File: config.mk
export PLATFORM = sky130hd
export DESIGN_NAME = demux_stream
export DESIGN_NICKNAME = d
export VERILOG_FILES = /design/src/rtl/demux_stream.sv
export SDC_FILE = /design/constraint.sdc
export NUM_CORES = 1
export LEC_CHECK = 0
export ABC_AREA = 1
export ABC_CLOCK_PERIOD_IN_PS = 1700
export CORE_ASPECT_RATIO = 1.1
export CORE_MARGIN = 4
export CORE_UTILIZATION = 28
export CTS_BUF_LIST = sky130_fd_sc_hd__clkbuf_2
export CTS_CLUSTER_DIAMETER = 200
export DETAILED_ROUTE_END_ITERATION = 6
export MAX_ROUTING_LAYER = met4
export PLACE_DENSITY = 0.62
export SLEW_MARGIN = 20
export SYNTH_ARGS = -nofsm -noshare
export SYNTH_HDL_FRONTEND = slang
export SYNTH_SLANG_ARGS = --single-unit
File: constraint.sdc
create_clock -name clk -period 1.7 [get_ports clk]
set_input_delay 0.34 -clock clk [delete_from_list [all_inputs] [get_ports clk]]
set_output_delay 0.34 -clock clk [all_outputs]
set_load 0.005 [all_outputs]
File: src/rtl/demux_stream.sv
// demux_stream: 1-to-N valid/ready stream demultiplexer with one register stage per lane.
// Each accepted beat is routed to lane `sel`. Lanes are independent: a stalled lane
// blocks only beats addressed to it.
// Optional feature: define DEMUX_STREAM_RR_EN to add rr_mode, which routes beats
// round-robin from an internal pointer instead of from sel.
module demux_stream #(
    parameter int unsigned DATA_W = 8,
    parameter int unsigned SEL_W  = 1,
    localparam int unsigned N_OUT = 1 << SEL_W
) (
    input  logic                      clk,
    input  logic                      rst,
    input  logic [DATA_W-1:0]         in_data,
    input  logic                      in_valid,
    output logic                      in_ready,
    input  logic [SEL_W-1:0]          sel,
`ifdef DEMUX_STREAM_RR_EN
    input  logic                      rr_mode,
`endif
    output logic [N_OUT*DATA_W-1:0]   out_data,
    output logic [N_OUT-1:0]          out_valid,
    input  logic [N_OUT-1:0]          out_ready,
    output logic                      busy,
    output logic [7:0]                beat_cnt
);

    logic [SEL_W-1:0]         dst_c;
    logic                     accept_c;
    logic [N_OUT-1:0]         load_c;
    logic [N_OUT-1:0]         valid_nxt;
    logic [N_OUT*DATA_W-1:0]  data_nxt;

`ifdef DEMUX_STREAM_RR_EN
    logic [SEL_W-1:0]         rr_ptr;
`endif

    // Destination select, acceptance and next lane contents; a load on a lane wins over its drain
    always_comb begin
        dst_c     = sel;
`ifdef DEMUX_STREAM_RR_EN
        if (rr_mode) begin
            dst_c = rr_ptr;
        end
`endif
        in_ready  = !rst && (!out_valid[dst_c] || out_ready[dst_c]);
        accept_c  = in_valid && in_ready;
        load_c    = '0;
        if (accept_c) begin
            load_c[dst_c] = 1'b1;
        end
        valid_nxt = (out_valid & ~out_ready) | load_c;
        data_nxt  = out_data;
        for (int unsigned k = 0; k < N_OUT; k++) begin
            if (load_c[k]) begin
                data_nxt[k*DATA_W +: DATA_W] = in_data;
            end
        end
    end

    // Lane registers, busy flag and accepted-beat counter
    always_ff @(posedge clk) begin
        if (rst) begin
            out_valid <= '0;
            out_data  <= '0;
            busy      <= 1'b0;
            beat_cnt  <= 8'd0;
        end else begin
            out_valid <= valid_nxt;
            out_data  <= data_nxt;
            busy      <= |valid_nxt;
            if (accept_c) begin
                beat_cnt <= beat_cnt + 8'd1;
            end
        end
    end

`ifdef DEMUX_STREAM_RR_EN
    // Round-robin pointer: steps once per accepted beat while rr_mode is set
    always_ff @(posedge clk) begin
        if (rst) begin
            rr_ptr <= '0;
        end else if (rr_mode && accept_c) begin
            rr_ptr <= rr_ptr + SEL_W'(1);
        end
    end
`endif

endmodule

Word level (Yosys, flattened, before mapping):

Index checks and enable logic that the tools add are counted.

* add/sub/neg operators: 1
* order comparisons: 2
* multiplexer cells: 7
* bitwise operators: 3
* reductions and logical operators: 7

Operator list (number)
* $add 8x1->8 const B: 1
* $mux 1: 5
* $logic_and 1x1->1: 3
* $and 2x2->2: 1
* $logic_not 1->1: 2
* $lt 1x2->1 const B: 1
* $mux 2: 1
* $not 2->2: 1
* $or 2x2->2: 1
* $reduce_or 2->1: 1
* $demux 1 s1: 1
* $ge 1x1->1 const B: 1
* $logic_or 1x1->1: 1

* flip-flop bits (word level): 27
* input port bits: 14
* logic and storage cells: 25

Depth between registers and ports, before layout:

Gate-level depths: netlist of the first run.

* depth in word-level cells: 9
* depth in mapped cells: 8
* gate-level depth less buffers: 8

Least setup slack after synthesis of the first run:

Ideal clock, no wire load.

* path type: reg2reg
* start point: reg beat_cnt[0]
* end point: reg beat_cnt[6]
* library setup time: 116 ps
* data arrival time: 1022 ps
* required time: 1584 ps
* setup slack: 562 ps
* stages on the path, launching flop included: 9
* period minus slack after synthesis: 1138 ps
* cells stage by stage: dfxtp_1 -> ha_1 -> nand2_1 -> nor2_1 -> nand2_1 -> nand2_1 -> nand2_1 -> nand2_1 -> a21oi_1

* longest elaborated chain between the ends: 1

Ends and longest elaborated chain
* from (decl): RTL line 24 `output logic [7:0] beat_cnt`
* from (signal assigned): RTL line 72 `beat_cnt <= beat_cnt + 8'd1;`
* $add 8x1->8: RTL line 72

Every way passes these cells.
A chain may end at the register's enable or synchronous reset.

Worst setup path after layout of the first run:

* start point: reg beat_cnt[6]
* end point: out beat_cnt[6]

No word-level cell between the ends.

==> results of run 1 <==
metrics by stage:
step           setup TNS, ns  setup WS (ns)  cells  area, sq um
3_3_place_gp          -3.285        -0.2882    262         1730
3_5_place_dp          -3.088        -0.2863    262         1730
2_1_floorplan              0         0.5625    164         1215
6_report                   0        0.08154    267         1772
5_1_grt                    0       0.003273    267         1772
4_1_cts                    0       0.004535    266         1755
power groups by stage:
stage / logic (mW) / registers (mW) / clock network (mW)
6_report: 0.203 / 0.677 / 0.249
5_1_grt: 0.228 / 0.682 / 0.288
4_1_cts: 0.207 / 0.680 / 0.266
3_5_place_dp: 0.207 / 0.691 / 0
3_3_place_gp: 0.206 / 0.691 / 0
2_1_floorplan: 0.0896 / 0.691 / 0
cells in the final DEF (no fill, tap or decap), types with 2 or more instances in the layout:
cell type / Yosys / routed
nand3b_1: 2 / 2
nand3_1: 3 / 3
dfxtp_2: 0 / 6
nand4_1: 9 / 9
clkbuf_2: 0 / 5
nand2_2: 0 / 2
dfxtp_1: 27 / 19
nor2_4: 3 / 3
a21oi_1: 14 / 14
clkdlybuf4s50_1: 0 / 39
nand3_2: 2 / 2
dfxtp_4: 0 / 2
inv_1: 15 / 15
o21ai_0: 9 / 9
inv_2: 3 / 3
nand2_1: 39 / 37
buf_4: 2 / 11
o21ai_2: 2 / 2
nor2_1: 26 / 26
final cells by class:
class	count	area, sq um
fillers	449	2312
multi-input cells	113	570.5
flip-flops and latches	27	555.5
repair buffers	52	486.7
inverters	19	73.82
well taps	52	65.06
clock buffers	4	20.02
kinds of logic (layout without fill, tap and decap cells):
family | count (synthesis) | after routing
buffers and inverters | 24 | 75
adder cells (fa/ha/maj) | 1 | 1
AO/OA/AOI/OAI | 25 | 25
flip-flops | 27 | 27
XOR/XNOR | 1 | 1
AND/OR/NAND/NOR | 86 | 86
worst paths after layout:
| kind | start | endpoint | slack, ns | cells after the start |
|---|---|---|---|---|
| setup / recovery | beat_cnt[6]$_SDFFE_PP0P_ | beat_cnt[6] | 0.08 | 1 |
| hold / removal | beat_cnt[7]$_SDFFE_PP0P_ | beat_cnt[7]$_SDFFE_PP0P_ | 0.50 | 2 |
| setup reg to reg | out_valid[1]$_SDFF_PP0_ | beat_cnt[3]$_SDFFE_PP0P_ | 0.46 | 6 |
| hold reg to reg | beat_cnt[7]$_SDFFE_PP0P_ | beat_cnt[7]$_SDFFE_PP0P_ | 0.50 | 2 |
flip-flops by register name, summed over array words and instances, names as in the netlist:
signal / flops
beat_cnt: 8
busy: 1
out_data: 16
out_valid: 2
synthesized netlist by cell type, drive strengths merged:
cell    count  area share
clkbuf      1      0.0031
nand2      39        0.12
dfxtp      27        0.44
inv        19       0.061
buf         4       0.026
xor2        1      0.0072
nor2       30        0.11
ha          1       0.010
o21ai      11       0.051
nand4      10       0.064
nand3       5       0.029
a21oi      14       0.058
nand3b      2       0.012
metal layers:
metal  global-route usage  wire length [microns]  up-vias
li1                     -                      -      629
met1               0.1423                   1307      506
met2               0.1642                   1340       26
met3              0.02353                    141        0
met4              0.03947                      0        0
met5                    -                      0        -
worst register-to-register path, stage by stage (launching register included):
cell	delay, ns
dfxtp_1	0.38
nand3_1	0.11
buf_4	0.14
nand3_1	0.11
nor2_4	0.22
nand2_1	0.10
a21oi_1	0.13
what timing repair did:
action / CTS / global route
gates resized for setup: 7 / 9
buffers inserted: 0 / 1
pin swaps: 0 / 0
gates cloned: 0 / 0
setup endpoints to repair: 4 / 8
==> results.md, run 1 <==
* Num CTS Buffers at 3
* Die W at 70.81 microns
* Part of the power in combinational logic at 0.180
* Clk network pwr share at 0.221
* Final period utilization at 0.9520
* Die Height at 77.09 microns
* Mapped Cells at 164
* Total iterations of the first detailed-routing run at 4
* Reg clk slew, reported paths at 0.25 ns
* Syn Std Cell Area at 1215 sq um
* Vias in the first global route at 1,040
* CP Cell Sequence: clkdlybuf4s50_1
* Highest-delay cell along the critical path: clkdlybuf4s50_1
* DRC at 0
* Worst EP required at 1.36 ns
* Buffers & Inverters on Critical Path at 1
* Final core utilization at 0.4338
* Combinational family with the most area after synthesis: simple AND/OR/NAND/NOR gates
* Total GRT Usage at 0.1088
* Initial Utilization at 0.2975
* Worst path max stage delay at 0.51 ns
* Worst Path Arrival at 1.28 ns
* Via count at 1,161
* FP Rows at 24
* # nets final at 231
* Tightest Pin Transition at 0.2592 ns
* Synth Area in Compound Gates at 0.1092
* Hold Violations, Final at 0
* Simple-Gate Fraction of Synth Area at 0.3388
* Die area at 5458 sq um
* Initial drt markers at 32
* Endpoint class of the critical path: primary output
* H-tree Lvls at 1
* I/O Pins at 42
* Outcome: complete, no violations
* Clk Latency, worst-skew pair at 0.35 ns
* Skew final at 0.007331 ns
* Sequential share of the synthesized area at 0.4449
* Gpl congestion at 0.7736
* CTS tree: done
* Slew Limit Fails at 0
* Fin crit period at 1.618 ns
* F_max at 0.6179 GHz
* Clock sink count at 27
* Yosys warnings at 0
* Internal Power at 0.8344 mW
* Layout cells sized above 1 at 0.1814
* # hold bufs at CTS at 0
* Adder-Cell Fraction of Synth Area at 0.01030
* Worst vdd ir at 0.0002973 V
* Final WL at 2789 microns
* N_diodes at 0
* CP startpoint kind: flip-flop
* Avg Inst Size Synth at 7.408 sq um
* CP max FO at 5
* Initial antenna violation count at 0
* First-pass GRT wire length at 4788 microns
* Synthesized-area fraction occupied by xor and xnor cells at 0.007209
* Dpl hpwl at 2165 microns
* Rel. slew slack at 0.8272
* Min-delay worst type: reg2reg
* CP top delay family: buffers and inverters
* Total power draw at 1.129 mW
* Post-synthesis register bit count at 27
* Critical path type: reg2out
* Core area at 4084 sq um
* Max Buffers Root-to-Sink at 2
* Net switching power at 0.2946 mW
* # port buffers at 41
* CTS root buf: clkbuf_2
* Per-cell routed wire length at 10.45 microns
* Pin count of the biggest net entering global routing at 26
* Grt total ovfl at 0
* Pwr Density at 637.2 nW/um^2
* Final setup violation count at 0
* Distinct cells, synth at 22
* Seq pwr share at 0.599
* RSZ-0062 raised after global routing: false
* Fin Hold WS at 0.5031 ns
* Area Growth Syn to Fin at 45.83%
* P_leak at 0.7483 nW
* Mux contribution to synthesized area at 0
* Switch share at 0.2609
* Post-route antenna net violation count at 0
* Via density at 4.348
* Max-cap violations at 0
* Syn nets at 179
No activity file was read; power rests on OpenSTA's default activity.
==> run 2: changes to the inputs <==
- ABC_CLOCK_PERIOD_IN_PS: 1700 -> 1900
- clock period: 1.7 -> 1.9 ns (I/O delays scaled with it)
==> run 2 against run 1 <==
  * Highest routed layer is now met4
  * Clock skew up 0.018 ns
  * Utilization down 0.49 points
  * Largest power group unchanged
  * Largest cell class unchanged
  * Clock power down 11%
  * Cell count down 0.37%
==> results.md, run 2 (synthesis gave the netlist of run 1 again) <==
* Post-route antenna net violation count at 0
* Highest routed layer: met4
* Core area at 4084 sq um
* Tightest Pin Transition at 0.2744 ns
* Pre-CTS setup slack at -0.1959 ns
* Setup TNS at 0 ns
* Fin crit period at 1.820 ns
* FP Rows at 24
* Registers with the most flip-flops: out_data x16, beat_cnt x8, out_valid x2
* Most frequent cells in the layout: clkdlybuf4s50_1 (40), nand2_1 (39), dfxtp_1 (27)
* Pin count of the biggest net entering global routing at 26
* Total GRT Usage at 0.1056
* Clock sink count at 27
* Die W at 70.81 microns
* Final WL at 2770 microns
* Outcome: complete, no violations
* Initial Utilization at 0.2975
* Layout cells sized above 1 at 0.1262
* Final period utilization at 0.9577
* CTS tree: done
* Dpl hpwl at 2159 microns
* Skew final at 0.02502 ns
* Hold Violations, Final at 0
* R2R setup slack at 0.57 ns
* Reg clk slew, reported paths at 0.27 ns
* Cells after DPL at 262
* Endpoint class of the critical path: primary output
* Final core utilization at 0.4289
* Die area at 5458 sq um
* Worst vdd ir at 0.0002355 V
* Num CTS Buffers at 3
* Critical path type: in2out
* Met3 wire length at 106 microns
* Rel. slew slack at 0.8171
* First-pass GRT wire length at 4643 microns
* Min-delay worst type: reg2reg
* Slew Limit Fails at 0
* R2r startpoint: beat_cnt[0]$_SDFFE_PP0P_
* Worst EP required at 1.52 ns
* Worst Hold Launch: out_data[12]$_SDFFE_PP0P_
* RSZ-0062 raised after global routing: false
* H-tree Lvls at 1
* Wl on met1 at 1340 microns
* Die Height at 77.09 microns
* Clk Latency, worst-skew pair at 0.36 ns
* Vias in the first global route at 1,026
* Setup ws final at 0.08033 ns
* Routed met2 length at 1299 microns
* CP startpoint kind: primary input
* # port buffers at 41
* Via density at 4.282
* P_leak at 0.7337 nW
* Gpl congestion at 0.7730
* Max-cap violations at 0
* # nets final at 230
* Pwr Density at 577.3 nW/um^2
* Grt total ovfl at 0
* CTS root buf: clkbuf_2
* F_max at 0.5496 GHz
* N_diodes at 0
* Non-Filler Instances at 266
* I/O Pins at 42
* Worst Path Arrival at 1.44 ns
* Initial drt markers at 69
* Hold Path Sink: out_data[12]$_SDFFE_PP0P_
* Total iterations of the first detailed-routing run at 4
* Hold Path Cell Cnt at 2
* Final-layout fill cell count at 454
* Max reg flops at 16
* CP max FO at 3
* R2r endpoint: beat_cnt[6]$_SDFFE_PP0P_
* Top reg by flops: out_data
* Final setup violation count at 0
* Via count at 1,139
* Initial antenna violation count at 0
* Worst R2R Path Depth at 7
* Area Growth Syn to Fin at 44.18%
* Max Buffers Root-to-Sink at 2
* Commonest non-fill, non-tap cell in the layout: clkdlybuf4s50_1
* DRC at 0
* Per-cell routed wire length at 10.41 microns
run 2: changes by cell type in the layout (fill, tap and decap cells not counted):
cell,previous run,this run
dfxtp_4,2,0
nand2_1,37,39
clkbuf_2,5,3
dfxtp_2,6,0
clkdlybuf4s50_1,39,40
nand2_2,2,0
clkinvlp_4,0,1
dfxtp_1,19,27
buf_4,11,10
run 2: power by group:
part	leakage, nW	internal [mW]	switching (mW)
Combinational	0.501	0.101	0.0813
Clock	0.0126	0.0488	0.173
Sequential	0.220	0.592	0.0149
Total	0.734	0.742	0.269
run 2: stage by stage:
stage	cell area, sq um	hold slack, ns	total power [mW]
after floorplan	1215	0.4491	0.6984
after global placement	1730	0.4687	0.8021
after detailed placement	1730	0.4756	0.8039
after CTS	1752	0.5107	1.032
after global routing	1752	0.5140	1.068
final	1752	0.5061	1.011
run 2: layout make-up:
| cell class | instances | area, sq um | area share |
|---|---|---|---|
| Inverter | 19 | 73.82 | 0.04214 |
| Sequential cell | 27 | 540.5 | 0.3086 |
| Tap cell | 52 | 65.06 | 0.03714 |
| Clock inverter | 1 | 7.507 | 0.004286 |
| Clock buffer | 3 | 15.01 | 0.008571 |
| Timing Repair Buffer | 51 | 484.2 | 0.2764 |
| Multi-Input combinational cell | 113 | 565.5 | 0.3229 |
run 2: critical path: stages:
cell and delay (ns):
clkdlybuf4s50_1 0.52, nand3_1 0.11, nand2_1 0.12, nor2_4 0.05, dlygate4sd2_1 0.26
run 2: what timing repair did:
item,in CTS,in global routing
hold buffers,0,0
buffers inserted,0,0
setup endpoints to repair,1,0
gates resized for setup,1,0
run 2: how the worst max path moves through the flow:
stage / end / cells past startpoint / start / slack [ns]
finish: in_ready / 5 / sel / 0.08
detailed placement: in_ready / 5 / sel / -0.20
global placement: in_ready / 6 / out_ready[1] / -0.17
CTS: in_ready / 5 / sel / 0.06
global route: in_ready / 5 / sel / 0.02
floorplan: in_ready / 4 / out_ready[1] / 0.69
run 2: routing by layer:
layer / vias to the layer above / global-route usage
met4: 0 / 0.03383
met1: 488 / 0.1347
met5: - / -
met3: 2 / 0.01961
li1: 625 / -
met2: 24 / 0.1679
